### config.mk
export PLATFORM = sky130hd
export DESIGN_NAME = fetch_unit
export DESIGN_NICKNAME = d
export VERILOG_FILES = /design/src/rtl/fetch_pkg.sv /design/src/rtl/fetch_unit.sv
export SDC_FILE = /design/constraint.sdc
export NUM_CORES = 1
export LEC_CHECK = 0
export ABC_AREA = 1
export ABC_CLOCK_PERIOD_IN_PS = 2300
export CORE_MARGIN = 2
export CORE_UTILIZATION = 51
export CTS_BUF_LIST = sky130_fd_sc_hd__clkbuf_2
export DETAILED_ROUTE_END_ITERATION = 8
export PLACE_DENSITY = 0.82
export SLEW_MARGIN = 25
export SYNTH_ARGS = -nofsm -noshare
export SYNTH_HDL_FRONTEND = slang
export SYNTH_SLANG_ARGS = --single-unit
### constraint.sdc
create_clock -name clk -period 2.3 [get_ports clk]
set_clock_uncertainty 0.15 [all_clocks]
set_input_delay 0.345 -clock clk [delete_from_list [all_inputs] [get_ports clk]]
set_output_delay 0.345 -clock clk [all_outputs]
set_load 0.02 [all_outputs]
### src/rtl/fetch_pkg.sv
// Shared fetch/decode definitions: FSM states, COMMAND field positions and HLT match.
package fetch_pkg;

  localparam int unsigned CMD_W    = 16;
  localparam int unsigned CLASS_HI = 15;
  localparam int unsigned CLASS_LO = 14;
  localparam int unsigned OP3_HI   = 7;
  localparam int unsigned OP3_LO   = 4;

  localparam logic [1:0] HLT_CLASS = 2'b11;
  localparam logic [3:0] HLT_OP3   = 4'b1111;

  typedef enum logic [2:0] {
    IDLE,
    FETCH,
    DROP,
    VALID,
    HALT
  } fetch_state_e;

  function automatic logic is_hlt(input logic [CMD_W-1:0] cmd);
    return (cmd[CLASS_HI:CLASS_LO] == HLT_CLASS) && (cmd[OP3_HI:OP3_LO] == HLT_OP3);
  endfunction

endpackage

### src/rtl/fetch_unit.sv
// Instruction fetch stage: owns the PC, reads instruction memory over req/ack and
// hands the fetched word to the decoder over valid/ready; stops for good on HLT.
module fetch_unit
  import fetch_pkg::*;
#(
  parameter int unsigned          ADDR_W   = 16,
  parameter logic [ADDR_W-1:0]    RESET_PC = '0
) (
  input  logic              clk,
  input  logic              rst,
  output logic              imem_req,
  output logic [ADDR_W-1:0] imem_addr,
  input  logic              imem_ack,
  input  logic [CMD_W-1:0]  imem_rdata,
  output logic [CMD_W-1:0]  COMMAND,
  output logic [ADDR_W-1:0] cmd_pc,
  output logic              cmd_valid,
  input  logic              cmd_ready,
  input  logic              redirect,
  input  logic [ADDR_W-1:0] redirect_pc,
  output logic              halted
);

  fetch_state_e      state_q;
  logic [ADDR_W-1:0] pc_q;
  logic [ADDR_W-1:0] pend_q;
  logic [CMD_W-1:0]  cmd_q;
  logic [ADDR_W-1:0] cmd_pc_q;

  // A redirect during an outstanding request cannot cancel it; DROP waits for the
  // ack, throws the word away and restarts at the latest target.
  always_ff @(posedge clk or posedge rst) begin
    if (rst) begin
      state_q  <= IDLE;
      pc_q     <= RESET_PC;
      pend_q   <= '0;
      cmd_q    <= '0;
      cmd_pc_q <= '0;
    end else begin
      case (state_q)
        IDLE: state_q <= FETCH;
        FETCH: begin
          if (imem_ack && redirect) begin
            pc_q <= redirect_pc;
          end else if (imem_ack) begin
            cmd_q    <= imem_rdata;
            cmd_pc_q <= pc_q;
            pc_q     <= pc_q + ADDR_W'(1);
            state_q  <= VALID;
          end else if (redirect) begin
            pend_q  <= redirect_pc;
            state_q <= DROP;
          end
        end
        DROP: begin
          if (imem_ack) begin
            pc_q    <= redirect ? redirect_pc : pend_q;
            state_q <= FETCH;
          end else if (redirect) begin
            pend_q <= redirect_pc;
          end
        end
        VALID: begin
          if (redirect) begin
            pc_q    <= redirect_pc;
            state_q <= FETCH;
          end else if (cmd_ready) begin
            state_q <= is_hlt(cmd_q) ? HALT : FETCH;
          end
        end
        HALT:    state_q <= HALT;
        default: state_q <= IDLE;
      endcase
    end
  end

  assign imem_req  = (state_q == FETCH) || (state_q == DROP);
  assign imem_addr = pc_q;
  assign cmd_valid = (state_q == VALID);
  assign halted    = (state_q == HALT);
  assign COMMAND   = cmd_q;
  assign cmd_pc    = cmd_pc_q;

endmodule

### Yosys cells after proc, flatten, opt, wreduce, memory -nomap -nowiden

Index checks and enable logic that the tools add are counted.

| operators by class | value |
|---|---|
| add/sub/neg operators | 1 |
| multiply operators | 0 |
| divide/modulo/power cells | 0 |
| magnitude comparators | 0 |
| eq/ne operators | 12 |
| shifts and indexed selects | 0 |
| muxes and demuxes | 17 |
| bitwise logic cells | 1 |
| reduce and logical (&&, ||, !) cells | 10 |

Operator list:

| kind | number |
|---|---|
| two-way mux 16 bit | 7 |
| one-hot mux 16 bit (3 select lines) | 1 |
| one-hot mux 16 bit (2 select lines) | 1 |
| two-way mux 3 bit | 7 |
| adder 16 x 1 -> 16 bit, second input constant | 1 |
| one-hot mux 3 bit (5 select lines) | 1 |
| AND reduction 4 bit | 2 |
| equality test 3 x 2 -> 1 bit, second input constant | 2 |
| inequality test 3 bit, second input constant | 2 |
| equality test 4 bit, second input constant | 1 |
| inequality test 2 bit, second input constant | 2 |
| equality test 3 x 1 -> 1 bit, second input constant | 1 |
| equality test 3 bit, second input constant | 1 |
| zero test 3 bit | 1 |
| inequality test 3 x 1 -> 1 bit, second input constant | 1 |
| AND reduction 3 bit | 1 |
| nonzero test 3 bit | 1 |
| equality test 2 bit, second input constant | 1 |
| logical AND 1 bit | 2 |
| inequality test 2 x 1 -> 1 bit, second input constant | 1 |
| AND reduction 2 bit | 1 |
| nonzero test 2 bit | 1 |
| logical OR 1 bit | 1 |
| NOT 1 bit | 1 |

| word-level totals | value |
|---|---|
| bits in registers | 67 |
| latch bits | 0 |
| RAM bits | 0 |
| memory bits (read-only) | 0 |
| bits of input ports | 37 |
| word-level logic and storage cells | 46 |
| memories | 0 |

### Longest topological paths before layout

| logic depth | value |
|---|---|
| word-level depth | 6 |
| gate-level depth with buffers | 11 |

### Worst setup path before layout

No wires, ideal clock.

| timing path | value |
|---|---|
| path type | register to register |
| start | register state_q[2] |
| end | register pc_q[1], in the netlist imem_addr[1] |
| setup time | 0.129 ns |
| data arrival time | 1.334 ns |
| slack | 0.687 ns |
| cell stages (with the launch flop) | 10 |
| path through | dfrtp_1 > nor2_1 > nand2_2 > nand2_2 > nand2_4 > inv_4 > nor2_8 > buf_6 > o21ai_0 > o21ai_0 |

| on the way | value |
|---|---|
| word-level cells in the longest chain between the ends | 3 |
| elaborated cells between the ends (all ways) | 9 |
| those cells by class | eq/ne: 6; mux: 1; reduce/logical: 2 |

Ends and longest elaborated chain:

| what | RTL line | source |
|---|---|---|
| from (decl) | fetch_unit.sv:24 | `fetch_state_e state_q;` |
| from (signal assigned) | fetch_unit.sv:68 | `state_q <= is_hlt(cmd_q) ? HALT : FETCH;` |
| equality test 3 x 1 -> 1 bit / equality test 3 x 2 -> 1 bit (equally long branches) | fetch_unit.sv:40 | `case (state_q)` |
| inequality test 3 bit (no source line), or another cell as far along | - |  |
| AND reduction 4 bit (no source line) | - |  |
| to (signal assigned) | fetch_unit.sv:44 | `pc_q <= redirect_pc;` |
| to (signal assigned) | fetch_unit.sv:48 | `pc_q <= pc_q + ADDR_W'(1);` |
| to (signal assigned) | fetch_unit.sv:57 | `pc_q <= redirect ? redirect_pc : pend_q;` |
| to (decl) | fetch_unit.sv:25 | `logic [ADDR_W-1:0] pc_q;` |

Parallel ways exist; a longest one is shown, timed or not.
A chain may end at the register's enable or synchronous reset.

### Final worst setup path

| timing path | value |
|---|---|
| start | register pc_q[5], in the netlist imem_addr[5] |
| end | output port imem_addr[5] |

RTL lines:

| what | RTL line | source |
|---|---|---|
| to (decl) | fetch_unit.sv:12 | `output logic [ADDR_W-1:0] imem_addr,` |

No word-level cell between the ends.

==> report_table.html <==
<table>
<tr><th>Metric</th><th>Value</th></tr>
<tr><th colspan="2">Yosys</th></tr>
<tr><td>Synthesized-area fraction occupied by xor and xnor cells</td><td>0.00972</td></tr>
<tr><td>Post-synth net total</td><td>481</td></tr>
<tr><td>Largest family of logic cells by synthesized area</td><td>simple AND/OR/NAND/NOR gates</td></tr>
<tr><td>Warnings, synthesis</td><td>0</td></tr>
<tr><td>Average cell area after synthesis</td><td>approximately 8 µm²</td></tr>
<tr><td>Syn Std Cell Area</td><td>0.00360 mm²</td></tr>
<tr><td>Compound-gate portion of the synthesized area</td><td>0.147</td></tr>
<tr><td>Synth area leader</td><td>dfrtp_1</td></tr>
<tr><td>Number of distinct library cell variants in the gate-level netlist after synthesis</td><td>32</td></tr>
<tr><td>Share of synthesized area spent on multiplexers</td><td>0.0743</td></tr>
<tr><td>Leading cell types by total area after synthesis</td><td>dfrtp_1, nand2_1, o21ai_0</td></tr>
<tr><td>Synth Area in Simple Gates</td><td>0.225</td></tr>
<tr><td>Portion of the post-synthesis area used by sequential elements</td><td>0.465</td></tr>
<tr><td>Adder-cell share of the synthesized area</td><td>0.00347</td></tr>
<tr><td>Gate Count Post-Synth</td><td>about 440</td></tr>
<tr><td>Synth top area share</td><td>0.465</td></tr>
<tr><td>FF+latch count, synth</td><td>67</td></tr>
<tr><th colspan="2">Timing</th></tr>
<tr><td>Rel. slew slack</td><td>0.711</td></tr>
<tr><td>Number of failing hold endpoints at the final stage</td><td>0</td></tr>
<tr><td>Top achievable clock speed</td><td>roughly 0.46 GHz</td></tr>
<tr><td>Slew at the pin with the worst max-slew slack</td><td>0.431 ns</td></tr>
<tr><td>Setup violation total in the final timing report</td><td>0</td></tr>
<tr><td>Total Negative Setup Slacks</td><td>0 ns</td></tr>
<tr><td>Slew Viols, Final</td><td>0</td></tr>
<tr><td>Final critical-path share of the clock period</td><td>0.949</td></tr>
<tr><td>Tmin final</td><td>roughly 2.2 ns</td></tr>
<tr><td>RSZ-0062 raised after global routing</td><td>false</td></tr>
<tr><th colspan="2">Critical path</th></tr>
<tr><td>Startpoint type of the worst setup path</td><td>register</td></tr>
<tr><td>Bufs and invs on worst path</td><td>1</td></tr>
<tr><td>Critical path class</td><td>reg -&gt; out</td></tr>
<tr><td>Worst-case register-to-register setup slack</td><td>between 0.3 and 0.4 ns</td></tr>
<tr><td>Kind of end point of the critical path</td><td>output port</td></tr>
<tr><td>Worst endpoint required time</td><td>between 1.5 and 2 ns</td></tr>
<tr><td>Family with the most delay on the worst path</td><td>buffers and inverters</td></tr>
<tr><td>Critical Path Slowest Stage Cell</td><td>clkdlybuf4s50_1</td></tr>
<tr><td>Worst Path Arrival</td><td>roughly 1.7 ns</td></tr>
<tr><td>Largest stage delay, worst path</td><td>between 0.6 and 0.7 ns</td></tr>
<tr><td>Maximum fanout along the worst path</td><td>6</td></tr>
<tr><td>Crit path cell chain</td><td>clkdlybuf4s50_1</td></tr>
<tr><th colspan="2">Clock network</th></tr>
<tr><td>Sink count of the clock tree</td><td>67</td></tr>
<tr><td>CTS Hold Buffers Added</td><td>0</td></tr>
<tr><td>Clock-pin slew of the registers on the worst-case setup and hold paths</td><td>approximately 0.22 ns</td></tr>
<tr><td>Clock tree from TritonCTS</td><td>yes</td></tr>
<tr><td>Clock latency reported for the late side of the worst-skew pair</td><td>around 0.51 ns</td></tr>
<tr><td>Max Buffers Root-to-Sink</td><td>2</td></tr>
<tr><td>CTS H-tree depth</td><td>3</td></tr>
<tr><td>Root Buffer</td><td>clkbuf_2</td></tr>
<tr><td>Clock buffer count from CTS</td><td>9</td></tr>
<tr><th colspan="2">Power and ir drop</th></tr>
<tr><td>Part of the total power dissipated in combinational logic</td><td>0.551</td></tr>
<tr><td>Clk network pwr share</td><td>0.124</td></tr>
<tr><td>Pwr Density</td><td>roughly 1400 mW/mm²</td></tr>
<tr><td>Leakage component of the power</td><td>between 0.002 and 0.0025 µW</td></tr>
<tr><td>Internal Pwr Total</td><td>~3700 µW</td></tr>
<tr><td>Worst-case vdd ir drop</td><td>0.614 mV</td></tr>
<tr><td>Net switching component of the power</td><td>between 3000 and 4000 µW</td></tr>
<tr><td>Sequential share of power</td><td>0.325</td></tr>
<tr><td>Switching power share of the total</td><td>0.450</td></tr>
<tr><th colspan="2">Die</th></tr>
<tr><td>Site Rows</td><td>30</td></tr>
<tr><td>Die Width</td><td>88.1 µm</td></tr>
<tr><td>Number of top-level pins</td><td>~90</td></tr>
<tr><td>Starting Density</td><td>0.527</td></tr>
<tr><td>Die Area</td><td>between 0.007 and 0.008 mm²</td></tr>
<tr><td>Chip height</td><td>88.1 µm</td></tr>
<tr><td>Core Region</td><td>just under 0.007 mm²</td></tr>
<tr><th colspan="2">Routing</th></tr>
<tr><td>Total DRC errors in the routed layout</td><td>0</td></tr>
<tr><td>Number of detailed-routing iterations run before antenna repair</td><td>5</td></tr>
<tr><td>Total Wirelength</td><td>between 9 and 10 mm</td></tr>
<tr><td>Post-route antenna net violation count</td><td>0</td></tr>
<tr><td>Routed WL per cell</td><td>~14 µm</td></tr>
<tr><td>Iter 0 DRT Violations</td><td>slightly below 300</td></tr>
<tr><td>Routed via count divided by cell count</td><td>around 5.3</td></tr>
<tr><td>Number of vias after detailed routing</td><td>between 3000 and 4000</td></tr>
<tr><th colspan="2">Global routing</th></tr>
<tr><td>Pin count of the biggest net entering global routing</td><td>about 70</td></tr>
<tr><td>Sum of overflow across all layers after global routing</td><td>0</td></tr>
<tr><td>Number of global-route vias before repair</td><td>a little over 3000</td></tr>
<tr><td>Antenna violations before repair</td><td>0</td></tr>
<tr><td>Gr usage total</td><td>0.250</td></tr>
<tr><td>First-pass GRT wire length</td><td>between 15 and 20 mm</td></tr>
<tr><th colspan="2">Finish</th></tr>
<tr><td>Antenna diode count</td><td>0</td></tr>
<tr><td>Most frequent cells in the layout</td><td>nand2_1, clkdlybuf4s50_1, dfrtp_1, o21ai_0, nor2_1</td></tr>
<tr><td>Fin nets</td><td>around 570</td></tr>
<tr><td>Fraction of layout cells with a size suffix above 1</td><td>0.113</td></tr>
<tr><td>Most common cell after layout, fill and taps aside</td><td>nand2_1</td></tr>
<tr><td>Count of placed standard cells in the final layout, fillers left out</td><td>635</td></tr>
<tr><td>Growth of design area from synthesis to finish</td><td>31.1%</td></tr>
<tr><th colspan="2">Outcome</th></tr>
<tr><td>Status</td><td>finished clean</td></tr>
<tr><th colspan="2">Hold path</th></tr>
<tr><td>Hold crit path type</td><td>in -&gt; async</td></tr>
<tr><th colspan="2">Place</th></tr>
<tr><td># port buffers</td><td>87</td></tr>
<tr><td>Cell Count Post-Placement</td><td>around 620</td></tr>
<tr><td>Detailed placer's ending HPWL</td><td>roughly 6.7 mm</td></tr>
<tr><td>Weighted congestion reported at the end of routability-driven placement</td><td>approximately 0.83</td></tr>
<tr><th colspan="2">Job</th></tr>
<tr><td>Max capacitance violation total</td><td>0</td></tr>
</table>
==> sequential cells by signal, indices dropped and copies added, names as in the netlist <==
name	cells
COMMAND	16
cmd_pc	16
imem_addr	16
pend_q	16
state_q	3
==> per-layer routing <==
| layer | track usage | vias to the layer above | part of all wire |
|---|---|---|---|
| met5 | 0 | - | 0 |
| met4 | 0.0854 | 0 | 0.020 |
| met3 | 0.0264 | 19 | 0.073 |
| met2 | 0.412 | 169 | 0.48 |
| met1 | 0.348 | 1554 | 0.43 |
| li1 | - | 1641 | - |
==> final timing paths <==
kind	end	cells past startpoint	start
min in group clk	COMMAND[0]	2	imem_rdata[0]
max in group asynchronous	state_q[2]	3	rst
worst min-delay path	COMMAND[0]	3	rst
worst max-delay path	imem_addr[5]	1	imem_addr[5]
worst max register to register	imem_addr[10]	9	state_q[2]
worst min register to register	cmd_pc[9]	2	cmd_pc[9]
==> synth_stat cells (all sizes together) <==
| cell type | count |
|---|---|
| a211oi | 1 |
| a21oi | 18 |
| a22oi | 5 |
| a31oi | 2 |
| and2 | 1 |
| buf | 11 |
| clkbuf | 5 |
| dfrtp | 67 |
| ha | 1 |
| inv | 46 |
| mux2 | 18 |
| mux2i | 2 |
| nand2 | 111 |
| nand3 | 19 |
| nand4 | 4 |
| nor2 | 53 |
| nor3 | 1 |
| o21a | 1 |
| o21ai | 65 |
| o22ai | 7 |
| or2 | 1 |
| xor2 | 4 |
==> logic make-up after synthesis <==
logic type / after synthesis
flops: 67
buf+inv: 62
fa+ha+maj: 1
simple gates: 190
compound gates: 99
xor+xnor: 4
mux: 20
==> power by group through the flow <==
stage / Clock, µW / Combinational (µW) / Sequential, µW
3_5_place_dp: 0 / 3750 / 2230
4_1_cts: 845 / 3750 / 2200
5_1_grt: 900 / 4120 / 2270
6_report: 842 / 3750 / 2210
3_3_place_gp: 0 / 3650 / 2210
2_1_floorplan: 0 / 1840 / 2640
==> final cells by class <==
type | count | area, µm²
fillers | 578 | 2110
flip-flops and latches | 67 | 1680
multi-input cells | 314 | 1650
repair buffers | 96 | 956
inverters | 46 | 175
well taps | 96 | 120
clock inverters | 7 | 100
clock buffers | 9 | 45.0
==> repair_timing <==
| action | in CTS | in global routing |
|---|---|---|
| resized for setup | 3 | 2 |
| buffers inserted | 0 | 0 |
| setup endpoints to repair | 3 | 1 |
==> metrics by stage <==
stage / instance area (µm²) / setup slack (ns) / utilization / power, µW / hold slack (ns)
after floorplan: 3600 / 0.122 / - / 4480 / 0.298
after global placement: 4590 / 0.250 / 0.672 / 5860 / 0.313
after detailed placement: 4590 / 0.158 / 0.672 / 5970 / 0.323
after CTS: 4730 / 0.0436 / 0.692 / 6800 / 0.0246
after global routing: 4730 / 0.0584 / 0.692 / 7290 / 0.0456
final: 4730 / 0.116 / 0.692 / 6800 / 0.0333
(Power assumes the default switching activity.)
